===== src/rtl/player_motion_if.sv =====
// Player motion bus: frame strobe, controls and collider bounds toward the
// mover; registered position, vertical speed and motion state back out.
// Modports: master = controller/collider side, slave = player_motion.
interface player_motion_if;
    logic              frame_clk;
    logic              key_left;
    logic              key_right;
    logic              key_jump;
    logic [9:0]        player_X_Min;
    logic [9:0]        player_X_Max;
    logic [9:0]        player_Y_Min;
    logic [9:0]        player_Y_Max;
    logic [9:0]        player_X_Pos;
    logic [9:0]        player_Y_Pos;
    logic signed [4:0] vel_y;
    logic [1:0]        motion_state;

    modport master (
        output frame_clk, key_left, key_right, key_jump,
        output player_X_Min, player_X_Max, player_Y_Min, player_Y_Max,
        input  player_X_Pos, player_Y_Pos, vel_y, motion_state
    );

    modport slave (
        input  frame_clk, key_left, key_right, key_jump,
        input  player_X_Min, player_X_Max, player_Y_Min, player_Y_Max,
        output player_X_Pos, player_Y_Pos, vel_y, motion_state
    );
endinterface


===== src/rtl/player_motion.sv =====
// Platformer player mover: walk, jump, gravity, bounds clamping once per frame.
// Latency: one update on the Clk edge that ends the frame_clk rising-edge tick cycle.
// Backpressure: none; outputs hold between ticks, inputs sampled only in the tick cycle.
// Ports: Clk, Reset (sync, active-high), bus (player_motion_if.slave) carrying
//   frame_clk, key_left/right/jump, X/Y Min/Max bounds in and X/Y position,
//   vel_y (signed, negative = up), motion_state (00 GROUND, 01 RISE, 10 FALL) out.
// Optional: define DOUBLE_JUMP_EN to allow one extra jump while airborne.
module player_motion #(
    parameter int X_START = 32,
    parameter int Y_START = 415,
    parameter int STEP_X  = 2,
    parameter int JUMP_V  = 8,
    parameter int GRAVITY = 1,
    parameter int VMAX    = 8
) (
    input  logic           Clk,
    input  logic           Reset,
    player_motion_if.slave bus
);
    localparam logic [1:0] ST_GROUND = 2'b00;
    localparam logic [1:0] ST_RISE   = 2'b01;
    localparam logic [1:0] ST_FALL   = 2'b10;

    localparam logic signed [11:0] STEP_S = 12'(STEP_X);
    localparam logic signed [11:0] JUMP_S = 12'(JUMP_V);
    localparam logic signed [11:0] GRAV_S = 12'(GRAVITY);
    localparam logic signed [11:0] VMAX_S = 12'(VMAX);
    localparam logic [9:0]         X_RST  = 10'(X_START);
    localparam logic [9:0]         Y_RST  = 10'(Y_START);

    logic              frame_q, frame_q2, tick;
    logic [9:0]        x_q, y_q;
    logic signed [4:0] vel_q;
    logic [1:0]        st_q, st_d;

    logic signed [11:0] x_w, y_w, v_w, dx, x_sum, x_ret;
    logic signed [11:0] x_min, x_max, y_min, y_max;
    logic signed [11:0] v_rise, y_rise, v_fall, y_fall, y_launch, y_jump;
    logic signed [11:0] y_ret, v_ret;

`ifdef DOUBLE_JUMP_EN
    logic jump_prev_q, dj_q, dj_d;
`endif

    // Final narrowing; the clamps above already keep results in range, this
    // only guarantees no wrap if bounds are ever violated.
    function automatic logic [9:0] sat10(input logic signed [11:0] v);
        if (v < 12'sd0)         sat10 = '0;
        else if (v > 12'sd1023) sat10 = '1;
        else                    sat10 = v[9:0];
    endfunction

    function automatic logic signed [4:0] sat5(input logic signed [11:0] v);
        if (v < -12'sd16)     sat5 = 5'sb10000;
        else if (v > 12'sd15) sat5 = 5'sd15;
        else                  sat5 = v[4:0];
    endfunction

    assign tick = frame_q & ~frame_q2;

    always_comb begin
        x_w   = $signed({2'b00, x_q});
        y_w   = $signed({2'b00, y_q});
        v_w   = $signed({{7{vel_q[4]}}, vel_q});
        x_min = $signed({2'b00, bus.player_X_Min});
        x_max = $signed({2'b00, bus.player_X_Max});
        y_min = $signed({2'b00, bus.player_Y_Min});
        y_max = $signed({2'b00, bus.player_Y_Max});

        // Horizontal: opposing keys cancel; an inverted window freezes X.
        dx = 12'sd0;
        if (bus.key_right && !bus.key_left)      dx = STEP_S;
        else if (bus.key_left && !bus.key_right) dx = -STEP_S;
        x_sum = x_w + dx;
        if (x_min > x_max)      x_ret = x_w;
        else if (x_sum < x_min) x_ret = x_min;
        else if (x_sum > x_max) x_ret = x_max;
        else                    x_ret = x_sum;

        // Candidate vertical moves; speed is updated before it is applied.
        v_rise   = v_w + GRAV_S;
        y_rise   = y_w + v_rise;
        v_fall   = (v_rise > VMAX_S) ? VMAX_S : v_rise;
        y_fall   = y_w + v_fall;
        y_launch = y_w - JUMP_S;
        y_jump   = (y_launch < y_min) ? y_min : y_launch;

        y_ret = y_w;
        v_ret = v_w;
        st_d  = st_q;
        case (st_q)
            ST_GROUND: begin
                v_ret = 12'sd0;
                if (bus.key_jump) begin
                    v_ret = -JUMP_S;
                    y_ret = y_jump;
                    st_d  = ST_RISE;
                end else if (y_w < y_max) begin
                    st_d = ST_FALL;
                end else begin
                    y_ret = y_max;
                end
            end
            ST_RISE: begin
                if (y_rise <= y_min) begin
                    v_ret = 12'sd0;
                    // Degenerate window: the floor takes priority.
                    if (y_min >= y_max) begin
                        y_ret = y_max;
                        st_d  = ST_GROUND;
                    end else begin
                        y_ret = y_min;
                        st_d  = ST_FALL;
                    end
                end else begin
                    y_ret = y_rise;
                    v_ret = v_rise;
                    if (v_rise >= 12'sd0) st_d = ST_FALL;
                end
            end
            ST_FALL: begin
                if (y_fall >= y_max) begin
                    y_ret = y_max;
                    v_ret = 12'sd0;
                    st_d  = ST_GROUND;
                end else begin
                    y_ret = y_fall;
                    v_ret = v_fall;
                end
            end
            default: begin
                v_ret = 12'sd0;
                st_d  = ST_FALL;
            end
        endcase

`ifdef DOUBLE_JUMP_EN
        // Extra jump needs a fresh press (edge across ticks) and is one-shot
        // until the player lands again.
        dj_d = dj_q;
        if ((st_q == ST_RISE || st_q == ST_FALL) && bus.key_jump &&
            !jump_prev_q && !dj_q) begin
            v_ret = -JUMP_S;
            y_ret = y_jump;
            st_d  = ST_RISE;
            dj_d  = 1'b1;
        end
        if (st_d == ST_GROUND) dj_d = 1'b0;
`endif
    end

    always_ff @(posedge Clk) begin
        if (Reset) begin
            frame_q  <= 1'b0;
            frame_q2 <= 1'b0;
            x_q      <= X_RST;
            y_q      <= Y_RST;
            vel_q    <= 5'sd0;
            st_q     <= ST_GROUND;
`ifdef DOUBLE_JUMP_EN
            jump_prev_q <= 1'b0;
            dj_q        <= 1'b0;
`endif
        end else begin
            frame_q  <= bus.frame_clk;
            frame_q2 <= frame_q;
            if (tick) begin
                x_q   <= sat10(x_ret);
                y_q   <= sat10(y_ret);
                vel_q <= sat5(v_ret);
                st_q  <= st_d;
`ifdef DOUBLE_JUMP_EN
                jump_prev_q <= bus.key_jump;
                dj_q        <= dj_d;
`endif
            end
        end
    end

    assign bus.player_X_Pos = x_q;
    assign bus.player_Y_Pos = y_q;
    assign bus.vel_y        = vel_q;
    assign bus.motion_state = st_q;
endmodule

===== src/flat_wrapper.sv =====
// flat-port wrapper written by rule: the top's interface ports become plain ports
module player_motion_flat 
#(
    parameter int X_START = 32,
    parameter int Y_START = 415,
    parameter int STEP_X  = 2,
    parameter int JUMP_V  = 8,
    parameter int GRAVITY = 1,
    parameter int VMAX    = 8
)
  (Clk, Reset, bus_frame_clk, bus_key_left, bus_key_right, bus_key_jump, bus_player_X_Min, bus_player_X_Max, bus_player_Y_Min, bus_player_Y_Max, bus_player_X_Pos, bus_player_Y_Pos, bus_vel_y, bus_motion_state);
  player_motion_if bus_i ();
  input  logic Clk;
  input  logic Reset;
  input wire logic [$bits(bus_i.frame_clk)-1:0] bus_frame_clk;
  input wire logic [$bits(bus_i.key_left)-1:0] bus_key_left;
  input wire logic [$bits(bus_i.key_right)-1:0] bus_key_right;
  input wire logic [$bits(bus_i.key_jump)-1:0] bus_key_jump;
  input wire logic [$bits(bus_i.player_X_Min)-1:0] bus_player_X_Min;
  input wire logic [$bits(bus_i.player_X_Max)-1:0] bus_player_X_Max;
  input wire logic [$bits(bus_i.player_Y_Min)-1:0] bus_player_Y_Min;
  input wire logic [$bits(bus_i.player_Y_Max)-1:0] bus_player_Y_Max;
  output wire logic [$bits(bus_i.player_X_Pos)-1:0] bus_player_X_Pos;
  output wire logic [$bits(bus_i.player_Y_Pos)-1:0] bus_player_Y_Pos;
  output wire logic [$bits(bus_i.vel_y)-1:0] bus_vel_y;
  output wire logic [$bits(bus_i.motion_state)-1:0] bus_motion_state;
  assign bus_i.frame_clk = bus_frame_clk;
  assign bus_i.key_left = bus_key_left;
  assign bus_i.key_right = bus_key_right;
  assign bus_i.key_jump = bus_key_jump;
  assign bus_i.player_X_Min = bus_player_X_Min;
  assign bus_i.player_X_Max = bus_player_X_Max;
  assign bus_i.player_Y_Min = bus_player_Y_Min;
  assign bus_i.player_Y_Max = bus_player_Y_Max;
  assign bus_player_X_Pos = bus_i.player_X_Pos;
  assign bus_player_Y_Pos = bus_i.player_Y_Pos;
  assign bus_vel_y = bus_i.vel_y;
  assign bus_motion_state = bus_i.motion_state;
  player_motion #(.X_START(X_START), .Y_START(Y_START), .STEP_X(STEP_X), .JUMP_V(JUMP_V), .GRAVITY(GRAVITY), .VMAX(VMAX)) u_core (.Clk(Clk), .Reset(Reset), .bus(bus_i));
endmodule

===== config.mk =====
export PLATFORM = sky130hd
export DESIGN_NAME = player_motion_flat
export DESIGN_NICKNAME = d
export VERILOG_FILES = /design/src/rtl/player_motion_if.sv /design/src/rtl/player_motion.sv /design/src/flat_wrapper.sv
export SDC_FILE = /design/constraint.sdc
export NUM_CORES = 1
export LEC_CHECK = 0
export CORE_ASPECT_RATIO = 0.9
export CORE_UTILIZATION = 40
export DETAILED_ROUTE_END_ITERATION = 7
export GPL_TIMING_DRIVEN = 0
export SLEW_MARGIN = 20
export SYNTH_ARGS = -nofsm -noshare
export SYNTH_HDL_FRONTEND = slang
export SYNTH_SLANG_ARGS = --single-unit

===== constraint.sdc =====
create_clock -name Clk -period 5.9 [get_ports Clk]
set_clock_uncertainty 0.1 [all_clocks]
set_input_delay 1.18 -clock Clk [delete_from_list [all_inputs] [get_ports Clk]]
set_output_delay 1.18 -clock Clk [all_outputs]
set_load 0.1 [all_outputs]

After elaboration in Yosys (flattened, before gate mapping):

Index checks and enable logic that the tools add are counted.

* $add $sub $neg: 5
* multipliers: 0
* div/mod/pow operators: 0
* order comparisons: 16
* eq/ne operators: 5
* shifts and indexed selects: 0
* mux-type cells: 30
* bitwise operators: 2
* reduce and logical (&&, ||, !) cells: 6

Operators with widths (number)
* 2-to-1 mux 12 bit: 13
* one-hot mux 12 bit (3 select lines): 2
* 2-to-1 mux 10 bit: 6
* adder 11 x 12 -> 12 bit: 3
* greater-than comparator 12 x 11 -> 1 bit, second input constant: 2
* greater-than comparator 12 x 5 -> 1 bit, second input constant: 2
* < comparator 12 x 1 -> 1 bit, second input constant: 2
* < comparator 12 x 11 -> 1 bit: 2
* greater-or-equal comparator 12 x 1 -> 1 bit, second input constant: 1
* greater-or-equal comparator 12 x 11 -> 1 bit: 1
* greater-than comparator 12 x 11 -> 1 bit: 1
* less-or-equal comparator 12 x 11 -> 1 bit: 1
* < comparator 12 x 5 -> 1 bit, second input constant: 1
* 2-to-1 mux 2 bit: 6
* subtractor 10 x 4 -> 11 bit, second input constant: 1
* greater-or-equal comparator 10 bit: 1
* greater-than comparator 10 bit: 1
* < comparator 10 bit: 1
* 2-to-1 mux 5 bit: 2
* adder 5 x 2 -> 6 bit, second input constant: 1
* one-hot mux 2 bit (3 select lines): 1
* AND reduction 4 bit: 1
* != test 3 x 1 -> 1 bit, second input constant: 1
* != test 3 x 2 -> 1 bit, second input constant: 1
* other kinds (8): 10

* register bits: 29
* bits in latches: 0
* RAM bits: 0
* ROM bits: 0
* input port bits: 46
* output and inout port bits: 27
* word-level logic and storage cells: 70
* memories kept: 0

Depth between registers and ports, before layout:

* word-level depth: 12
* gate-level depth with buffers: 25
* mapped depth without buffers: 24

Worst setup path after synthesis:

OpenSTA, ideal clock, no wires.

* path type: reg2reg
* start point: register u_core.vel_q[0], in the netlist u_core.bus.vel_y[0]
* end point: register u_core.y_q[0], in the netlist u_core.bus.player_Y_Pos[0]
* library setup time: 0.087 ns
* arrival: 5.277 ns
* required time: 5.713 ns
* slack: 0.436 ns
* cell stages (with the launch flop): 21
* buffers on the path: 1
* period minus slack after synthesis: 5.464 ns
* cells stage by stage: dfxtp_1 and2_1 nand2_1 o31a_1 and2_1 ha_1 a21o_1 a211oi_1 a21boi_0 a31oi_1 xnor2_1 ha_1 a2111oi_0 o2111a_1 o21ai_0 o311ai_1 mux2i_1 buf_4 o21ai_1 a221oi_2 o31ai_1

* longest elaborated chain between the ends: 10
* elaborated cells on any way between the ends: 14
* classes of those cells: add/sub: 3; order compare: 5; mux: 6

RTL lines
* start: declaration: RTL line player_motion.sv:33 `logic signed [4:0] vel_q;`
* start signal: assignment: RTL line player_motion.sv:170 `vel_q <= sat5(v_ret);`
* adder 5 x 2 -> 6 bit *: RTL line player_motion.sv:81 `v_rise = v_w + GRAV_S;`
* greater-than comparator 12 x 5 -> 1 bit: RTL line player_motion.sv:83 `v_fall = (v_rise > VMAX_S) ? VMAX_S : v_rise;`
* 2-to-1 mux 12 bit: RTL line player_motion.sv:83
* adder 11 x 12 -> 12 bit: RTL line player_motion.sv:84 `y_fall = y_w + v_fall;`
* greater-or-equal comparator 12 x 11 -> 1 bit: RTL line player_motion.sv:122 `if (y_fall >= y_max) begin`
* 2-to-1 mux 12 bit: RTL line player_motion.sv:122
* one-hot mux 12 bit (3 select lines) *: RTL line player_motion.sv:91 `case (st_q)`
* greater-than comparator 12 x 11 -> 1 bit: RTL line player_motion.sv:49 `else if (v > 12'sd1023) sat10 = '1;`
* 2-to-1 mux 10 bit: RTL line player_motion.sv:49
* 2-to-1 mux 10 bit *: RTL line player_motion.sv:48 `if (v < 12'sd0) sat10 = '0;`
* end signal: assignment: RTL line player_motion.sv:169 `y_q <= sat10(y_ret);`
* end: declaration: RTL line player_motion.sv:32 `logic [9:0] x_q, y_q;`

Mark *: on every way between the ends. The rest lies on a longest branch, timed or not.
A chain may end at the register's enable or synchronous reset.

Worst setup path after layout:

* start point: input port bus_key_left
* end point: register u_core.x_q[2], in the netlist u_core.bus.player_X_Pos[2]

* longest elaborated chain between the ends: 11
* elaborated cells on any way between the ends: 15
* classes of those cells: add/sub: 1; order compare: 4; mux: 7; reduce/logical: 3

RTL lines
* start: declaration: RTL line flat_wrapper.sv:16 `input wire logic [$bits(bus_i.key_left)-1:0] bus_key_left;`
* logical AND 1 bit / logical NOT 1 bit (equally long branches): RTL line player_motion.sv:73, player_motion.sv:72
* 2-to-1 mux 12 bit / logical AND 1 bit (equally long branches): RTL line player_motion.sv:73, player_motion.sv:72
* 2-to-1 mux 12 bit *: RTL line player_motion.sv:72 `if (bus.key_right && !bus.key_left) dx = STEP_S;`
* adder 11 x 12 -> 12 bit *: RTL line player_motion.sv:74 `x_sum = x_w + dx;`
* greater-than comparator 12 x 11 -> 1 bit: RTL line player_motion.sv:77 `else if (x_sum > x_max) x_ret = x_max;`
* 2-to-1 mux 12 bit: RTL line player_motion.sv:77
* 2-to-1 mux 12 bit *: RTL line player_motion.sv:76 `else if (x_sum < x_min) x_ret = x_min;`
* 2-to-1 mux 12 bit *: RTL line player_motion.sv:75 `if (x_min > x_max) x_ret = x_w;`
* greater-than comparator 12 x 11 -> 1 bit: RTL line player_motion.sv:49
* 2-to-1 mux 10 bit: RTL line player_motion.sv:49
* 2-to-1 mux 10 bit *: RTL line player_motion.sv:48
* end signal: assignment: RTL line player_motion.sv:168 `x_q <= sat10(x_ret);`
* end: declaration: RTL line player_motion.sv:32

Marks and branches as above.

==> parameters.txt <==
Parameter                              Value

Timing
  Maximum operating frequency    179 MHz
  Endpoints failing hold    0
  Number of setup violations in the final report    0
  Measured slew at the worst slew-check pin    0.988 ns
  Max-slew violation count    0
  Post-route minimum period    5.58 ns
  Relative slew margins    0.339
  Post-route fraction of the period consumed by the critical path    0.946

Drt
  Antenna viol nets, final    0
  First-iteration detailed-routing DRC count    492
  Wire length per cell after detailed routing    18.9 um
  Router iterations before antenna repair    5
  Via density per instance    5.80
  DRC errors left    0
  Sum of routed wire length over all layers    20200 um
  Total via count in the routed design    6196

GRT
  Total congestion overflow    0
  Number of antenna violations at the first check in global routing    0
  Via count of the first global-routing pass    5788
  Wire length of the first global-routing pass    32100 um
  Pin count of the biggest net entering global routing    15
  Total Routing Usage GR    0.262

CTS
  Total clock sinks    29
  Clock latency on the worst-skew pair    0.29 ns
  Clock tree from TritonCTS    yes
  Clock-pin slew reported for the worst setup and hold paths after clock tree synthesis    0.05 ns
  Clock tree root buffer cell    clkbuf_16
  Clock buffers created by TritonCTS    5
  Maximum root-to-sink buffer count    2
  Maximum level of the CTS H-tree    2

Outcome
  Status    complete, no violations

Finish
  Number of fillers in the final layout    1492
  Diodes inserted    0
  Final design utilization    0.493
  Final layout net count    1027
  Share of layout cells above drive strength 1    0.0884
  Area taken by flip-flops and latches    582 um2
  Number of standard cells in the layout, taps in and fillers out    1069
  Growth of design area from synthesis to finish    19.9%
  Multi-input logic area    5090 um2

Synth
  Synth cell types    87
  Post-Synth Adder-Cell Area    0.234
  Synthesized-area fraction occupied by ao, oa, aoi and oai cells    0.336
  Seq cells post-synth    29
  Proportion of netlist area held by the largest area contributor    0.222
  Fraction of registers with async set or reset after synthesis    0
  Sequential-to-total area share from yosys stat    0.0956
  Post-synth net total    948
  Library cell occupying the most area in the post-synthesis netlist    ha_1
  Count of flip-flops with a built-in enable after synthesis    0
  Mux cell area share after synthesis    0.0651
  Xor/xnor cell area share of the yosys netlist    0.0517
  Synthesized netlist cell count    791
  Synthesized area    6070 um2
  Dominant cells by area after synthesis    ha_1 (22%), dfxtp_1 (9.6%), a21oi_1 (5.4%), inv_1 (4.9%), mux2i_1 (4.3%)
  Largest family of logic cells by synthesized area    compound AO/OA/AOI/OAI gates
  Most used DFF post-synth    dfxtp_1
  Number of synthesis warnings    0
  Area share of and/or/nand/nor cells after synthesis    0.142
  Synthesized area divided by synthesized cell count    7.68 um2

Floorplan
  Number of primary I/O pins    73
  Full die area    15700 um2
  Placeable Area    14800 um2
  Die height    119 um
  Die X-Extent    132 um
  Initial cell density of the core    0.411
  Std cell rows    42

Place
  Placed cell count    1061
  Count of buffers inserted at the top-level ports    72
  GP Congestion    0.921
  Sum of net half-perimeters after detailed placement    17000 um

Job
  Total of max-cap violations    0

Setup path
  Arrival time reported for the critical path endpoint    5.64 ns
  Data required time of the critical path    5.96 ns
  CP cell instances    clkdlybuf4s50_1 > ha_4 > ha_1 > a21o_1 > a21oi_2 > o21bai_1 > a2111oi_4 > nor2_1 > xnor2_1 > ha_1 > and3_1 > a2111o_1 > o21ai_0 > nand2_1 > mux2_2 > a21oi_1 > o21ai_1
  CP max FO    13
  Cell mode on critical path    ha_1
  Worst setup path category    input pin to register
  Critical-path cell with the highest stage delay    clkdlybuf4s50_1
  Setup slack on the worst flop-to-flop path    0.34 ns
  Capturing element type of the critical path    register
  Delay contributed by the slowest stage of the critical path    0.50 ns
  Launching element type of the critical path    input pin

Worst hold path
  Worst hold-check path type    register to register

Pwr
  Leak Pwr    3.26 nW
  Peak supply drop    0.117 mV
  Power Dens Cells    225 nW/um2
[routing by layer]
layer	global-route usage	wire length, um	vias up
li1	-	-	3104
met1	0.403	10400	2854
met2	0.376	8140	213
met3	0.0362	1340	25
met4	0.0581	291	0
met5	0	0	-
[cell usage in the layout, fill, tap and decap left out, types with 4 or more instances in the layout]
cell type,count
a211oi_1,16
a21o_1,22
a21oi_1,66
a21oi_2,4
a22o_1,5
a31oi_1,9
and2_1,6
and3_1,6
buf_2,13
buf_4,4
clkbuf_1,9
clkbuf_16,5
clkdlybuf4s50_1,72
dfxtp_1,28
ha_1,107
inv_1,79
mux2_2,11
mux2i_1,25
nand2_1,66
nand2b_1,10
nand3_1,10
nor2_1,40
nor2b_1,12
nor3_1,11
nor4_1,4
o211ai_1,19
o21a_1,6
o21ai_0,43
o21ai_1,20
o21bai_1,4
o221ai_1,8
o31ai_1,8
or3_1,5
xnor2_1,22
xor2_1,12
[kinds of logic after synthesis]
kind of cell,Yosys count
DFF,29
and+or+nand+nor,181
buffers and inverters,111
adders and majority gates,112
AOI/OAI and AO/OA,285
muxes,38
xor gates and xnor gates,35
[worst paths after layout]
check,from,to,cells past startpoint
worst min register to register,u_core.bus.player_X_Pos[7],u_core.bus.player_X_Pos[7],2
worst max-delay path,bus_key_left,u_core.bus.player_X_Pos[2],17
worst max register to register,u_core.bus.vel_y[1],u_core.bus.player_Y_Pos[8],24
worst min-delay path,u_core.bus.player_X_Pos[7],u_core.bus.player_X_Pos[7],2
[flip-flops by register name (all words and copies together), names as in the netlist]
name	cells
u_core.bus.player_Y_Pos	10
u_core.frame_q2	1
u_core.bus.player_X_Pos	10
u_core.frame_q	1
u_core.bus.vel_y	5
u_core.bus.motion_state	2
[Yosys cell counts, types with 3 or more instances]
cell / number
o221ai_1: 8
or3_1: 5
o211ai_1: 19
dfxtp_1: 29
o31ai_1: 9
nor3_1: 11
mux2i_1: 26
fa_1: 3
nor4_1: 4
a22o_1: 5
a21o_1: 22
nand2_1: 66
buf_2: 13
o21bai_1: 4
xnor2_1: 22
o21ai_0: 45
clkbuf_1: 10
nand4_1: 3
a21oi_1: 66
o21a_1: 6
a2111oi_2: 3
nor2_1: 40
a31oi_1: 9
mux2_2: 11
and2_1: 6
o21ai_1: 19
a211oi_1: 16
and3_1: 6
a21oi_2: 4
nand2b_1: 10
nand3_1: 10
xor2_1: 12
inv_1: 79
buf_6: 3
ha_1: 108
nor2b_1: 12
[critical path: cells and delay by family]
| kind | cells | cell delay, ns |
|---|---|---|
| XOR/XNOR | 1 | 0.26 |
| buffers and inverters | 1 | 0.50 |
| AO/OA/AOI/OAI | 8 | 1.92 |
| adder cells (fa/ha/maj) | 3 | 0.84 |
| multiplexers | 1 | 0.34 |
| AND/OR/NAND/NOR | 3 | 0.60 |
[stage by stage]
| stage | power (mW) | cell area (um2) | setup TNS, ns | hold slack (ns) | setup slack, ns |
|---|---|---|---|---|---|
| finish | 1.64 | 7280 | 0 | 0.375 | 0.320 |
| floorplan | 1.00 | 6070 | 0 | 0.353 | 0.436 |
| global route | 1.75 | 7280 | -0.0955 | 0.401 | -0.0368 |
| CTS | 1.60 | 7220 | 0 | 0.383 | 0.0961 |
| global placement | 1.28 | 7040 | -5.87 | 0.371 | -0.397 |
| detailed placement | 1.28 | 7040 | -4.73 | 0.376 | -0.421 |
[final cells by class]
class | count | area share
inverters | 82 | 0.0428
clock buffers | 7 | 0.0196
plain buffers | 27 | 0.0203
repair buffers | 74 | 0.101
multi-input cells | 651 | 0.698
flip-flops and latches | 29 | 0.0799
well taps | 198 | 0.0340
clock inverters | 1 | 0.00412
[power by group]
part | leakage [nW] | switching [mW] | internal, mW
logic | 2.94 | 0.665 | 0.423
clock network | 0.0841 | 0.101 | 0.211
registers | 0.238 | 0.0278 | 0.211
[repair_timing]
| action | in CTS | in global routing |
|---|---|---|
| hold endpoints to repair | 0 | 0 |
| setup buffers | 0 | 2 |
| setup endpoints to repair | 22 | 25 |
| hold buffers | 0 | 0 |
| resized for setup | 3 | 11 |
Power figures use the tool's default switching activity.
==> variant: new RTL, config.mk and constraints unchanged <==
The option `DOUBLE_JUMP_EN` is turned on by a define.
--- a/src/rtl/player_motion.sv
+++ b/src/rtl/player_motion.sv
@@ -5,6 +5,8 @@
 //   frame_clk, key_left/right/jump, X/Y Min/Max bounds in and X/Y position,
 //   vel_y (signed, negative = up), motion_state (00 GROUND, 01 RISE, 10 FALL) out.
 // Optional: define DOUBLE_JUMP_EN to allow one extra jump while airborne.
+`define DOUBLE_JUMP_EN
+
 module player_motion #(
     parameter int X_START = 32,
     parameter int Y_START = 415,
Formal check against the unedited RTL: not equivalent (Yosys sat finds a counterexample within 10 cycles, from zero or initial values and one cycle with Reset high).
==> variant against the unedited design <==
  * Sequential power up 10%
  * Non-clock buffer count up 10
  * Synthesized area up 5.2%
  * Routed wire length up 13%
  * Sequential cell count up 2
  * Core utilization up 0.056 points
  * Setup slack worse by 0.098 ns
  * Design area up 5.0%
  * Fmax down 1.7%
  * Die area up 5.1%
  * Total power up 4.0%
==> variant: results (changes against the unedited design) <==
met2 track demand over resource=40.00% (was 37.63%); Data arrival, critical path=5.75 ns (was 5.64 ns); Global Route met1 Usage=43.48% (was 40.27%); Num CTS Buffers=5 (unchanged); synth top area cells=ha_1 (22%), dfxtp_1 (9.7%), a21oi_1 (5.4%), o21ai_0 (5.1%), inv_1 (4.6%) (was ha_1 (22%), dfxtp_1 (9.6%), a21oi_1 (5.4%), inv_1 (4.9%), mux2i_1 (4.3%)); top post-synthesis cells by count=ha_1 (112), inv_1 (79), a21oi_1 (69), o21ai_0 (65), nor2_1 (56) (was ha_1 (108), inv_1 (79), a21oi_1 (66), nand2_1 (66), o21ai_0 (45)); Lkg Pwr=3.416 nW (was 3.263 nW); largest net degree at the start of global routing=17 (was 15); R2R cell count=24 (unchanged); Post-synth ARST share=0% (unchanged); Post-Syn Nets=1,015 (was 948); CP max stage cell=clkdlybuf4s50_1 (unchanged); clk_lat worst skew=0.27 ns (was 0.29 ns); status=complete, no violations (unchanged); CTS root buffer=clkbuf_16 (unchanged); routed len/inst=19.97 µm (was 18.88 µm); first-pass GRT wire length=35,090 µm (was 32,090 µm); M3 GR Usage=3.412% (was 3.619%); Yosys cell types=79 (was 87); Routed Wire Length=22,740 µm (was 20,180 µm); Final HPWL DP=18,340 µm (was 16,990 µm); syn_area_per_cell=7.482 µm² (was 7.680 µm²); Port Buffers=72 (unchanged); worst hold path startpoint=u_core.frame_q$_SDFF_PP0_ (was u_core.bus.player_X_Pos[7]$_SDFFE_PP0P_); R2R Setup Slk=0.23 ns (was 0.34 ns); layout cells sized above 1=7.364% (was 8.840%); Hold Crit Endpoint=u_core.frame_q2$_SDFF_PP0_ (was u_core.bus.player_X_Pos[7]$_SDFFE_PP0P_); clk buf depth=2 (unchanged); vias in the first global route=6,262 (was 5,788); dpl cells=1,128 (was 1,061); gr usage total=27.65% (was 26.16%); initial antenna violation count=0 (unchanged); via count=6,963 (was 6,196); Worst-Margin Slew=1.222 ns (was 0.9877 ns); Routability Congestion=0.9367 (was 0.9213); CP max FO=10 (was 13); worst hold path stage count=1 (was 2); yosys warns=0 (unchanged); FF-to-FF End=u_core.bus.player_Y_Pos[9]$_SDFFE_PP0P_ (was u_core.bus.player_Y_Pos[8]$_SDFFE_PP1P_); register area share after synthesis=9.712% (was 9.557%); worst vdd ir=0.1151 mV (was 0.1169 mV); DRT iter0 DRCs=687 (was 492); placed cell area=7367 µm² (was 7043 µm²); CP max stage delay=0.46 ns (was 0.50 ns); Reg2Reg Launch Point=u_core.bus.vel_y[2]$_SDFFE_PP0P_ (was u_core.bus.vel_y[1]$_SDFFE_PP0P_); Post-Place Worst Slack=-0.6198 ns (was -0.4205 ns)
variant: area by class of cell:
type                    instances  area [µm²]
plain buffers                  33       151.4
clock buffers                   6       138.9
repair buffers                 78       765.7
inverters                      80       305.3
clock inverters                 1       5.005
fillers                      1557        7843
multi-input cells             708        5409
flip-flops and latches         31       624.3
well taps                     202       252.7
variant: report_power, final:
| group | total [mW] | internal, mW | leakage (nW) | switching (mW) |
|---|---|---|---|---|
| logic | 1.18 | 0.462 | 3.09 | 0.721 |
| registers | 0.264 | 0.226 | 0.255 | 0.0375 |
| clock network | 0.258 | 0.165 | 0.0727 | 0.0933 |
| total | 1.70 | 0.853 | 3.42 | 0.851 |
variant: per-stage QoR:
stage / hold slack (ns) / TNS (ns)
2_1_floorplan: 0.3451 / 0
3_3_place_gp: 0.3713 / -8.739
3_5_place_dp: 0.3799 / -8.481
4_1_cts: 0.3892 / 0
5_1_grt: 0.4007 / -0.05928
6_report: 0.3826 / 0
variant: kinds of logic after synthesis:
logic type	count (synthesis)	synth area share, %
flops	31	9.712
compound gates	313	33.97
fa+ha+maj	115	22.87
buf+inv	115	7.147
mux	30	5.091
xor+xnor	32	4.386
simple gates	218	16.82
variant: worst max path at each step:
stage / from / end / slack, ns / cells past startpoint
floorplan: u_core.bus.vel_y[3]$_SDFFE_PP0P_ / u_core.bus.player_Y_Pos[9]$_SDFFE_PP0P_ / 0.13 / 23
global placement: u_core.bus.vel_y[2]$_SDFFE_PP0P_ / u_core.bus.player_Y_Pos[9]$_SDFFE_PP0P_ / -0.63 / 24
detailed placement: u_core.bus.vel_y[2]$_SDFFE_PP0P_ / u_core.bus.player_Y_Pos[9]$_SDFFE_PP0P_ / -0.62 / 24
CTS: bus_key_right / u_core.bus.player_X_Pos[5]$_SDFFE_PP1P_ / 0.005 / 19
global route: u_core.bus.vel_y[0]$_SDFFE_PP0P_ / u_core.bus.player_Y_Pos[9]$_SDFFE_PP0P_ / -0.06 / 25
finish: bus_key_right / u_core.bus.player_X_Pos[5]$_SDFFE_PP1P_ / 0.22 / 21
variant: worst reg2reg max path: cells and delay by family (launching register included):
family          cells  cell delay (ns)
compound gates     10             1.88
xor+xnor            1             0.16
simple gates        5             1.03
mux                 2             0.71
flops               1             0.32
fa+ha+maj           2             0.64
buf+inv             4             0.72
variant: routing by layer:
layer | part of all wire (%) | wire (µm)
met1 | 50 | 11430
met2 | 40 | 9100
met3 | 8.7 | 1973
met4 | 1.1 | 244
met5 | 0 | 0
variant: timing repair:
item | CTS | global route
setup endpoints to repair | 18 | 24
pin swaps | 0 | 4
buffers inserted | 0 | 6
gates resized for setup | 6 | 22
